## src/rtl/uart_rx_oversampled.sv

```systemverilog
// Oversampling UART receiver on sysclk with 3-sample majority vote and valid/ready delivery.
// Optional parity stage: define UART_RX_PARITY_EN (add UART_RX_PARITY_ODD for odd parity).
module uart_rx_oversampled #(
  parameter int DIV        = 4,
  parameter int OVERSAMPLE = 16,
  parameter int DATA_BITS  = 8
) (
  input  logic                 sysclk,
  input  logic                 reset,
  input  logic                 uart_rxd,
  input  logic                 rx_ready,
  output logic [DATA_BITS-1:0] rx_data,
  output logic                 rx_valid,
  output logic                 frame_err,
  output logic                 parity_err,
  output logic                 overrun,
  output logic                 busy
);

  localparam int DW = (DIV > 1) ? $clog2(DIV) : 1;
  localparam int TW = $clog2(OVERSAMPLE);
  localparam int BW = $clog2(DATA_BITS + 1);
  localparam int M  = OVERSAMPLE / 2;

  localparam logic [DW-1:0] DIV_LAST = DW'(DIV - 1);
  localparam logic [TW-1:0] T_LO     = TW'(M - 1);
  localparam logic [TW-1:0] T_MID    = TW'(M);
  localparam logic [TW-1:0] T_HI     = TW'(M + 1);
  localparam logic [TW-1:0] T_END    = TW'(OVERSAMPLE - 1);
  localparam logic [BW-1:0] BITS_N   = BW'(DATA_BITS);

  typedef enum logic [2:0] {
    IDLE,
    START,
    DATA,
    PARITY,
    STOP,
    LINE_BREAK
  } state_t;

  state_t               state;
  logic                 sync1;
  logic                 rxs;
  logic [DW-1:0]        div_cnt;
  logic [TW-1:0]        tcnt;
  logic [BW-1:0]        bit_cnt;
  logic [DATA_BITS-1:0] shreg;
  logic [1:0]           samp;
  logic                 tick;
  logic                 vote_pt;
  logic                 bit_end;
  logic                 voted;
  logic                 par_mismatch;
`ifdef UART_RX_PARITY_EN
  logic                 par_bit;
`endif

  always_ff @(posedge sysclk or negedge reset) begin
    if (!reset) begin
      sync1 <= 1'b1;
      rxs   <= 1'b1;
    end else begin
      sync1 <= uart_rxd;
      rxs   <= sync1;
    end
  end

  always_comb begin
    tick    = (div_cnt == DIV_LAST);
    vote_pt = tick && (tcnt == T_HI);
    bit_end = tick && (tcnt == T_END);
    voted   = (samp[0] & samp[1]) | (samp[0] & rxs) | (samp[1] & rxs);
`ifdef UART_RX_PARITY_EN
 `ifdef UART_RX_PARITY_ODD
    par_mismatch = ~(^shreg ^ par_bit);
 `else
    par_mismatch = ^shreg ^ par_bit;
 `endif
`else
    par_mismatch = 1'b0;
`endif
  end

  always_ff @(posedge sysclk or negedge reset) begin
    if (!reset) begin
      state      <= IDLE;
      div_cnt    <= '0;
      tcnt       <= '0;
      bit_cnt    <= '0;
      shreg      <= '0;
      samp       <= '0;
      rx_data    <= '0;
      rx_valid   <= 1'b0;
      frame_err  <= 1'b0;
      parity_err <= 1'b0;
      overrun    <= 1'b0;
      busy       <= 1'b0;
`ifdef UART_RX_PARITY_EN
      par_bit    <= 1'b0;
`endif
    end else begin
      frame_err  <= 1'b0;
      parity_err <= 1'b0;

      if (rx_valid && rx_ready) begin
        rx_valid <= 1'b0;
        overrun  <= 1'b0;
      end

      // Divider and tick counter stay cleared in IDLE so bit timing starts at the start edge
      if (state == IDLE) begin
        div_cnt <= '0;
        tcnt    <= '0;
      end else begin
        div_cnt <= tick ? '0 : div_cnt + 1'b1;
        if (tick) tcnt <= (tcnt == T_END) ? '0 : tcnt + 1'b1;
        if (tick && tcnt == T_LO)  samp[0] <= rxs;
        if (tick && tcnt == T_MID) samp[1] <= rxs;
      end

      case (state)
        IDLE: begin
          if (!rxs) begin
            state   <= START;
            busy    <= 1'b1;
            bit_cnt <= '0;
          end
        end
        START: begin
          if (vote_pt && voted) begin
            state <= IDLE;
            busy  <= 1'b0;
          end else if (bit_end) begin
            state <= DATA;
          end
        end
        DATA: begin
          if (vote_pt) begin
            shreg   <= {voted, shreg[DATA_BITS-1:1]};
            bit_cnt <= bit_cnt + 1'b1;
          end
          if (bit_end && bit_cnt == BITS_N) begin
`ifdef UART_RX_PARITY_EN
            state <= PARITY;
`else
            state <= STOP;
`endif
          end
        end
`ifdef UART_RX_PARITY_EN
        PARITY: begin
          if (vote_pt) par_bit <= voted;
          if (bit_end) state <= STOP;
        end
`endif
        STOP: begin
          if (vote_pt) begin
            if (voted) begin
              // Delivery overrides a same-cycle handshake clear, so valid stays up with new data
              rx_data    <= shreg;
              rx_valid   <= 1'b1;
              parity_err <= par_mismatch;
              if (rx_valid && !rx_ready) overrun <= 1'b1;
              state      <= IDLE;
              busy       <= 1'b0;
            end else begin
              frame_err <= 1'b1;
              state     <= LINE_BREAK;
            end
          end
        end
        LINE_BREAK: begin
          if (rxs) begin
            state <= IDLE;
            busy  <= 1'b0;
          end
        end
        default: begin
          state <= IDLE;
          busy  <= 1'b0;
        end
      endcase
    end
  end

endmodule

```

## config.mk

```make
export PLATFORM = sky130hd
export DESIGN_NAME = uart_rx_oversampled
export DESIGN_NICKNAME = d
export VERILOG_FILES = /design/src/rtl/uart_rx_oversampled.sv
export SDC_FILE = /design/constraint.sdc
export NUM_CORES = 1
export LEC_CHECK = 0
export BUFFER_PORTS_ARGS = -buffer_cell sky130_fd_sc_hd__buf_2
export CELL_PAD_IN_SITES_DETAIL_PLACEMENT = 1
export CELL_PAD_IN_SITES_GLOBAL_PLACEMENT = 1
export CORE_ASPECT_RATIO = 0.6
export CORE_MARGIN = 1
export CORE_UTILIZATION = 35
export DETAILED_ROUTE_END_ITERATION = 10
export PLACE_DENSITY = 0.72
export SETUP_SLACK_MARGIN = 0.4
export SLEW_MARGIN = 25
export SYNTH_ARGS = -nofsm -noshare
export SYNTH_HDL_FRONTEND = slang
export SYNTH_SLANG_ARGS = --single-unit
```

## constraint.sdc

```tcl
create_clock -name sysclk -period 3.6 [get_ports sysclk]
set_clock_uncertainty 0.1 [all_clocks]
set_input_delay 0 -clock sysclk [delete_from_list [all_inputs] [get_ports sysclk]]
set_output_delay 0 -clock sysclk [all_outputs]
set_load 0.005 [all_outputs]
```

==> results.md, run 1 <==
- Peak supply drop: 0.290 mV
- Delay-heaviest family, CP: simple AND/OR/NAND/NOR gates
- Status: completed
- Post-cts sizing count: 0
- DRT Pass-1 Iters: 6
- Kind of critical path: flop to flop
- Seq/Total Area, Yosys: 52.8%
- Drt total wl: 3.71 mm
- Slew headroom: 44.7%
- Final HPWL DP: 2.72 mm
- Io pins: 17
- Startpoint Class: flop
- Clock transition at the registers of the reported paths: 80 ps
- Cell Count Post-Placement: 220
- Non-Filler Instances: 231
- DR DRC count: 0
- Fin area: 0.00204 sq mm
- Leakage: 0.965 nW
- Clk sinks: 37
- Max Root-Sink Buffers: 2
- Placement Setup Slack: 1330 ps
- CTS tree: yes
- Initial Util: 37.3%
- Number of fill cells in the layout: 527
- Finished Core Util: 43.4%
- Synth cell types: 43
- ANT nets after route: 0
- Largest net degree at the start of global routing: 38
- Final Total Pwr: 1.05 mW
- Die height: 56.9 um
- Pins Over Slew Limit: 0
- # setup viols final: 0
- Antenna diodes: 0
- Min cycle time layout: 2290 ps
- Core Footprint: 0.00471 sq mm
- Gpl congestion: 0.728
- Final setup margin: 1310 ps
- Max_cap viols: 0
- Initial antenna violation count: 0
- Global route overflow: 0
- Die width: 93.5 um
- #FFs+latches synth: 37
- CTS H-Tree Depth: 2
- Sequence of cells on the critical path: ha_1, and4b_2, a2111oi_0, or4_4, mux2_4
- Netlist Area Pre-Place: 0.00176 sq mm
- Cts bufs inserted: 5
- Required time of the critical path: 3670 ps
- CTS Root Buffer Type: clkbuf_8
- Area of the multi-input gates: 768 sq um
- Synthesized area per cell: 11.9 sq um
- Port Buffers: 15
- Fmax: 437 MHz
- Synth Flop Type: dfrtp_1
- Syn nets: 158
- Final Hold Vio Count: 0
- Final hold slack: 248 ps
- RSZ-0062 raised after global routing: false
- CP endpoint kind: flop
- Syn-to-layout area delta: 16.4%
- Max stage delay on crit path: 460 ps
- First-pass GRT wire length: 6.50 mm
- Crit-path max FO: 13
- Placed Instance Area: 0.00188 sq mm
- Post-synthesis cell count: 148
- Worst skew pair latency: 290 ps
- Hold crit path type: input port to async pin
- Drt via density: 5.23
- Synth warn: 0
- Share of post-route cells with drive strength above 1: 30.4%
- FF+latch area: 928 sq um
- Crit share post-route: 63.6%
- Power Dens Cells: 513 mW/mm^2
- DRT iter0 DRCs: 16
- Die area: 0.00532 sq mm
- Asr flop ratio synth: 100%
- Via count: 1,208
- Setup TNS: 0 ps
- All-layer global routing usage: 16.3%
- # rows: 19
- Worst EP arrival: 2370 ps
- WL per Instance: 16.1 um
- Final net count: 177
- Post-synth EDFFs: 0
- Vias in the first global route: 1,281
- Worst-Margin Slew: 829 ps
- CP max-delay cell: or4_4
- Buf/Inv on CP: 0
## layout make-up
| type | instances | share of cell area (%) |
|---|---|---|
| inverters | 7 | 1.29 |
| repair buffers | 18 | 5.14 |
| well taps | 63 | 3.86 |
| flip-flops and latches | 37 | 45.4 |
| multi-input cells | 98 | 37.6 |
| clock inverters | 3 | 3.37 |
| clock buffers | 5 | 3.37 |
## logic make-up after synthesis
| family | synth area share (%) |
|---|---|
| simple gates | 15.7 |
| mux | 13.2 |
| other cells | 0.213 |
| flops | 52.8 |
| compound gates | 8.33 |
| fa+ha+maj | 4.84 |
| buf+inv | 3.42 |
| xor+xnor | 1.50 |
## Yosys cell counts (3+ instances only)
cell type  number  share of area (%)
dfrtp_1        35                 50
nor2_1          8                1.7
ha_1            6                4.3
nand2b_1        5                1.8
buf_2           3               0.85
o21ai_0         6                1.7
nand2_1         6                1.3
nand3_1         7                2.0
mux2_2         17                 11
inv_1           7                1.5
a21oi_1         4                1.1
## path summary, 6_finish.rpt
check	end	cells past startpoint	slack (ps)	from
max	state[2]$_DFFE_PN0P_	5	1310	div_cnt[0]$_DFF_PN0_
min	rx_valid$_DFF_PN0_	2	250	reset
max reg2reg	state[2]$_DFFE_PN0P_	5	1310	div_cnt[0]$_DFF_PN0_
min reg2reg	rxs$_DFF_PN1_	0	260	sync1$_DFF_PN1_
max in group asynchronous	rx_data[6]$_DFFE_PN0P_	2	2630	reset
min in group sysclk	sync1$_DFF_PN1_	2	250	uart_rxd
## report_power, final
part           switching [mW]  internal, mW
clock                   0.156         0.279
sequential             0.0348         0.438
combinational          0.0786        0.0641
## registers in the layout, indices dropped and copies added, names as in the netlist, named ones only
signal     cells
rxs            1
rx_data        8
samp           2
busy           1
rx_valid       1
sync1          1
frame_err      1
div_cnt        2
tcnt           4
shreg          8
state          3
bit_cnt        4
## metal layers
metal  GRT usage, %  wire (um)  up-vias
met4           4.18         24        0
met2           25.8       1790       13
met1           21.9       1800      626
met5              0          0        -
li1               -          -      567
met3           4.61        106        2
## timing repair
item | CTS | global route
buffers inserted | 0 | 0
hold buffers | 3 | 0
hold endpoints to repair | 38 | 0
## placed cells by master, fill, tap and decap left out, types with 2 or more instances in the layout
cell,instances
dfrtp_1,35
mux2_2,17
buf_2,15
nor2_1,8
inv_1,7
nand3_1,7
nand2_1,6
o21ai_0,6
ha_1,6
nand2b_1,5
clkbuf_8,5
a21oi_1,4
dlygate4sd3_1,3
nor3_1,2
nor3b_1,2
nor2b_1,2
nand3b_1,2
or3b_2,2
a41oi_1,2
mux2_4,2
nand4_1,2
xor2_1,2
a22o_1,2
bufinv_16,2
dfstp_2,2
Power figures use the tool's default switching activity.
==> run 2, diff against run 1 <==
clock period = 2.35 ns   (was 3.6 ns; I/O delays follow)
==> run 2 against run 1 <==
Critical path depth up 1. Power up 50%. Hold slack better by 1.2 ps. Die area unchanged. Routed wire length up 7.3%. Clock power up 30%. Critical path type unchanged.
==> results.md, run 2 (synthesis results as in run 1) <==
- ANT nets after route: 0
- # setup viols final: 0
- Final Hold Vio Count: 0
- Die area: 0.00532 sq mm
- Initial Util: 37.3%
- Most frequent cells in the layout: 33 x dfrtp_1, 17 x mux2_2, 15 x buf_2, 14 x buf_4, 7 x nor2_1
- Placement Setup Slack: 141 ps
- Worst skew pair latency: 290 ps
- Gpl congestion: 0.791
- Clk sinks: 37
- RSZ-0062 raised after global routing: true
- Final setup margin: 318 ps
- Hold crit path type: input port to async pin
- Core Footprint: 0.00471 sq mm
- Clock transition at the registers of the reported paths: 70 ps
- NetSw: 0.416 mW
- Antenna diodes: 0
- CTS H-Tree Depth: 2
- CTS Root Buffer Type: clkbuf_8
- Via count: 1,270
- DRT Pass-1 Iters: 4
- Placed Instance Area: 0.00192 sq mm
- Port Buffers: 15
- WL per Instance: 16.3 um
- Crit share post-route: 86.5%
- Initial antenna violation count: 0
- Fin area: 0.00217 sq mm
- Clk pwr share: 35.9%
- Kind of critical path: flop to flop
- Setup TNS: 0 ps
- Most common cell after layout, fill and taps aside: dfrtp_1
- Crit-path max FO: 4
- CP endpoint kind: flop
- All-layer global routing usage: 17.0%
- Die width: 93.5 um
- Die height: 56.9 um
- Global route overflow: 0
- Final Total Pwr: 1.57 mW
- Vias in the first global route: 1,335
- Cell Count Post-Placement: 223
- Peak supply drop: 0.381 mV
- Pint: 1.16 mW
- Pins Over Slew Limit: 0
- Drt via density: 5.18
- Worst EP arrival: 2110 ps
- Gate power share: 17.8%
- Cts bufs inserted: 5
- Drt total wl: 3.99 mm
- Fmax: 492 MHz
- Slew headroom: 44.7%
- Switch share: 26.5%
- Largest net degree at the start of global routing: 38
- Final hold slack: 250 ps
- Leakage: 1.02 nW
- Non-Filler Instances: 245
- Syn-to-layout area delta: 23.3%
- Required time of the critical path: 2420 ps
- Startpoint Class: flop
- Share of post-route cells with drive strength above 1: 41.2%
- Worst-Margin Slew: 829 ps
- Power Dens Cells: 725 mW/mm^2
- DRT iter0 DRCs: 28
- Min cycle time layout: 2030 ps
- # rows: 19
- Max_cap viols: 0
- First-pass GRT wire length: 6.70 mm
- FF+latch area: 931 sq um
- Final HPWL DP: 2.73 mm
- Sequential power share: 46.3%
- Status: completed
- Io pins: 17
- DR DRC count: 0
- Number of fill cells in the layout: 520
- Finished Core Util: 46.0%
- Final net count: 191
- Area of the multi-input gates: 803 sq um
- CTS tree: yes
- Reg2Reg Depth: 6
- Biggest regs: rx_data x8, shreg x8
- Max Root-Sink Buffers: 2
[run 2: changes by cell type in the layout (fill, tap and decap cells not counted), sizes merged]
| cell | previous run | this run |
|---|---|---|
| buf | 15 | 29 |
| clkbuf | 5 | 7 |
| bufinv | 2 | 1 |
| inv | 8 | 7 |
[run 2: worst max-delay path: stages, from the launching register on]
cell and delay (ps):
dfrtp_1 420, inv_2 80, ha_1 150, and4b_4 270
nor2b_1 60, or4_4 530, mux2_4 310
[run 2: path summary, 6_finish.rpt]
check	slack (ps)	startpoint	to
hold reg to reg	260	sync1$_DFF_PN1_	rxs$_DFF_PN1_
max in group asynchronous	1330	reset	state[1]$_DFFE_PN0P_
min in group sysclk	260	uart_rxd	sync1$_DFF_PN1_
hold / removal	250	reset	async pin
setup / recovery	320	tcnt[1]$_DFFE_PN0P_	state[0]$_DFFE_PN0P_
setup reg to reg	320	tcnt[1]$_DFFE_PN0P_	state[0]$_DFFE_PN0P_
[run 2: power by group through the flow]
stage / Combinational, mW / Sequential [mW] / Clock (mW)
floorplan: 0.199 / 0.705 / 0
global placement: 0.230 / 0.730 / 0
detailed placement: 0.248 / 0.734 / 0
CTS: 0.268 / 0.720 / 0.581
global route: 0.318 / 0.737 / 0.607
finish: 0.280 / 0.727 / 0.564
[run 2: final cells by class]
cell class              count  share of cell area [%]
repair buffers             32                    9.71
clock buffers               7                    3.99
flip-flops and latches     37                    43.0
inverters                   7                    1.21
clock inverters             1                    1.39
multi-input cells          98                    37.1
well taps                  63                    3.64
[run 2: repair_timing]
| action | CTS | global route |
|---|---|---|
| gates resized for setup | 5 | 4 |
| hold buffers | 3 | 0 |
| hold endpoints to repair | 38 | 0 |
| buffers inserted | 8 | 3 |
| setup endpoints to repair | 10 | 19 |
| pin swaps | 1 | 0 |
[run 2: routing by layer]
layer | vias to the layer above | wire length (um) | global-route usage, % | part of all wire [%]
li1 | 596 | - | - | -
met1 | 651 | 1930 | 23.7 | 48
met2 | 16 | 1890 | 25.2 | 47
met3 | 7 | 99 | 4.47 | 2.5
met4 | 0 | 62 | 6.59 | 1.6
met5 | - | 0 | 0 | 0
==> run 3, diff against run 2 <==
BUFFER_PORTS_ARGS = not set   (was -buffer_cell sky130_fd_sc_hd__buf_2)
DONT_BUFFER_PORTS = 1   (was not set)
PLACE_DENSITY = 0.69   (was 0.72)
RECOVER_POWER = 100   (was not set)
==> run 3 against run 2 <==
Power is 3.8% higher. Critical path depth did not move. Routed wire length up 8.7%. First-iteration DRC count is 50% higher. Register-to-register slack lost 80 ps. Die area unchanged. Critical endpoint unchanged. Largest cell class unchanged.
==> results.md, run 3 (synthesis results as in run 1) <==
- Pint: 1.18 mW
- CTS Root Buffer Type: clkbuf_8
- Setup TNS: 0 ps
- Cts bufs inserted: 5
- Clock transition at the registers of the reported paths: 80 ps
- Gate power share: 19.8%
- CTS tree: yes
- Biggest regs: rx_data x8, shreg x8
- Max stage delay on crit path: 510 ps
- Io pins: 17
- Die width: 93.5 um
- Global route overflow: 0
- Area of the multi-input gates: 832 sq um
- Largest net degree at the start of global routing: 38
- Pins Over Slew Limit: 0
- Initial antenna violation count: 0
- Gpl congestion: 0.832
- Startpoint Class: flop
- CP max-delay cell: or4_4
- Via count: 1,235
- Number of fill cells in the layout: 511
- Die height: 56.9 um
- CTS H-Tree Depth: 2
- Die area: 0.00532 sq mm
- Drt total wl: 4.33 mm
- Sequential power share: 45.1%
- Drt via density: 5.30
- Leakage: 0.970 nW
- Most frequent cells in the layout: 33 x dfrtp_1, 16 x mux2_2, 12 x buf_4, 8 x nor2_1
- # setup viols final: 0
- Fmax: 473 MHz
- WL per Instance: 18.6 um
- Clk pwr share: 35.1%
- Antenna diodes: 0
- First-pass GRT wire length: 7.02 mm
- Max Root-Sink Buffers: 2
- Met2 GRT Util: 29.3%
- Max_cap viols: 0
- Buf/Inv on CP: 1
- All-layer global routing usage: 18.1%
- R2R Setup Slk: 240 ps
- CP endpoint kind: flop
- Peak supply drop: 0.341 mV
- DRT Pass-1 Iters: 4
- Vias in the first global route: 1,356
- Status: completed
- Power Dens Cells: 753 mW/mm^2
- Reg2Reg Depth: 6
- ANT nets after route: 0
- Most common cell after layout, fill and taps aside: dfrtp_1
- Final net count: 179
- Worst skew pair latency: 290 ps
- Crit path depth: 6
- Initial Util: 37.3%
- DRT iter0 DRCs: 42
- Kind of critical path: flop to flop
- # rows: 19
- Min cycle time layout: 2110 ps
- Most Crowded Layer GR: met2
- Syn-to-layout area delta: 23.3%
- Final Hold Vio Count: 0
- Hold crit path type: input port to async pin
- FF+latch area: 931 sq um
- Worst EP arrival: 2200 ps
- RSZ-0062 raised after global routing: true
- NetSw: 0.454 mW
- Port Buffers: 0
- Clk sinks: 37
- Finished Core Util: 46.0%
- Core Footprint: 0.00471 sq mm
- Delay-heaviest family, CP: simple AND/OR/NAND/NOR gates
- Switch share: 27.9%
- Required time of the critical path: 2430 ps
- Met3 GRT Util: 4.61%
- DR DRC count: 0
- Crit-path max FO: 3
- Share of post-route cells with drive strength above 1: 34.7%
- Crit share post-route: 90.0%
- Final HPWL DP: 2.81 mm
- Met1 Use GR: 24.0%
- Sequence of cells on the critical path: buf_6, ha_1, and4b_1, nor2b_1, or4_4, mux2_4
==> run 3: cell types whose count changed in the layout (fill, tap and decap cells not counted), sizes merged <==
cell / before / now
buf: 29 / 16
clkinvlp: 0 / 1
==> run 3: cell type report <==
cell class                 instances  share of cell area [%]
inverter                           7                    1.21
tap                               63                    3.64
multi-input combinational         98                    38.4
timing repair buffer              20                    8.20
clock buffer                       6                    3.81
sequential                        37                    43.0
clock inverter                     2                    1.73
==> run 3: power groups by stage <==
stage,combinational [mW],clock [mW],sequential (mW)
after detailed placement,0.249,0,0.735
final,0.323,0.573,0.735
after CTS,0.316,0.589,0.722
after global routing,0.364,0.613,0.742
after global placement,0.230,0,0.730
after floorplan,0.199,0,0.705
==> run 3: final timing paths <==
kind,startpoint,end
hold / removal,reset,bit_cnt[0]$_DFFE_PN0P_
setup reg to reg,tcnt[0]$_DFFE_PN0P_,state[0]$_DFFE_PN0P_
max in group asynchronous,reset,rxs$_DFF_PN1_
setup / recovery,tcnt[0]$_DFFE_PN0P_,state[0]$_DFFE_PN0P_
hold reg to reg,sync1$_DFF_PN1_,rxs$_DFF_PN1_
min in group sysclk,uart_rxd,sync1$_DFF_PN1_
==> run 3: what timing repair did <==
item / CTS / global route
cloned: 0 / 1
setup buffers: 6 / 5
resized for setup: 11 / 12
pin swaps: 1 / 2
setup endpoints to repair: 10 / 19
endpoints found under the hold margin: 40 / 0
hold buffers: 4 / 0
==> run 3: metrics by stage <==
| step | power, mW | instances | hold WS, ps | cell area [sq um] | setup WS, ps |
|---|---|---|---|---|---|
| 4_1_cts | 1.63 | 227 | 72.5 | 2110 | 295 |
| 3_3_place_gp | 0.961 | 209 | -395 | 1850 | 231 |
| 5_1_grt | 1.72 | 233 | 83.4 | 2170 | 147 |
| 6_report | 1.63 | 233 | 57.8 | 2170 | 235 |
| 3_5_place_dp | 0.984 | 209 | -395 | 1850 | 128 |
| 2_1_floorplan | 0.903 | 148 | -396 | 1770 | 381 |
==> run 3: layer usage <==
| layer | share of wire, % | wire length, um |
|---|---|---|
| met2 | 49 | 2120 |
| met3 | 3.0 | 131 |
| met4 | 1.2 | 52 |
| met5 | 0 | 0 |
| met1 | 47 | 2020 |
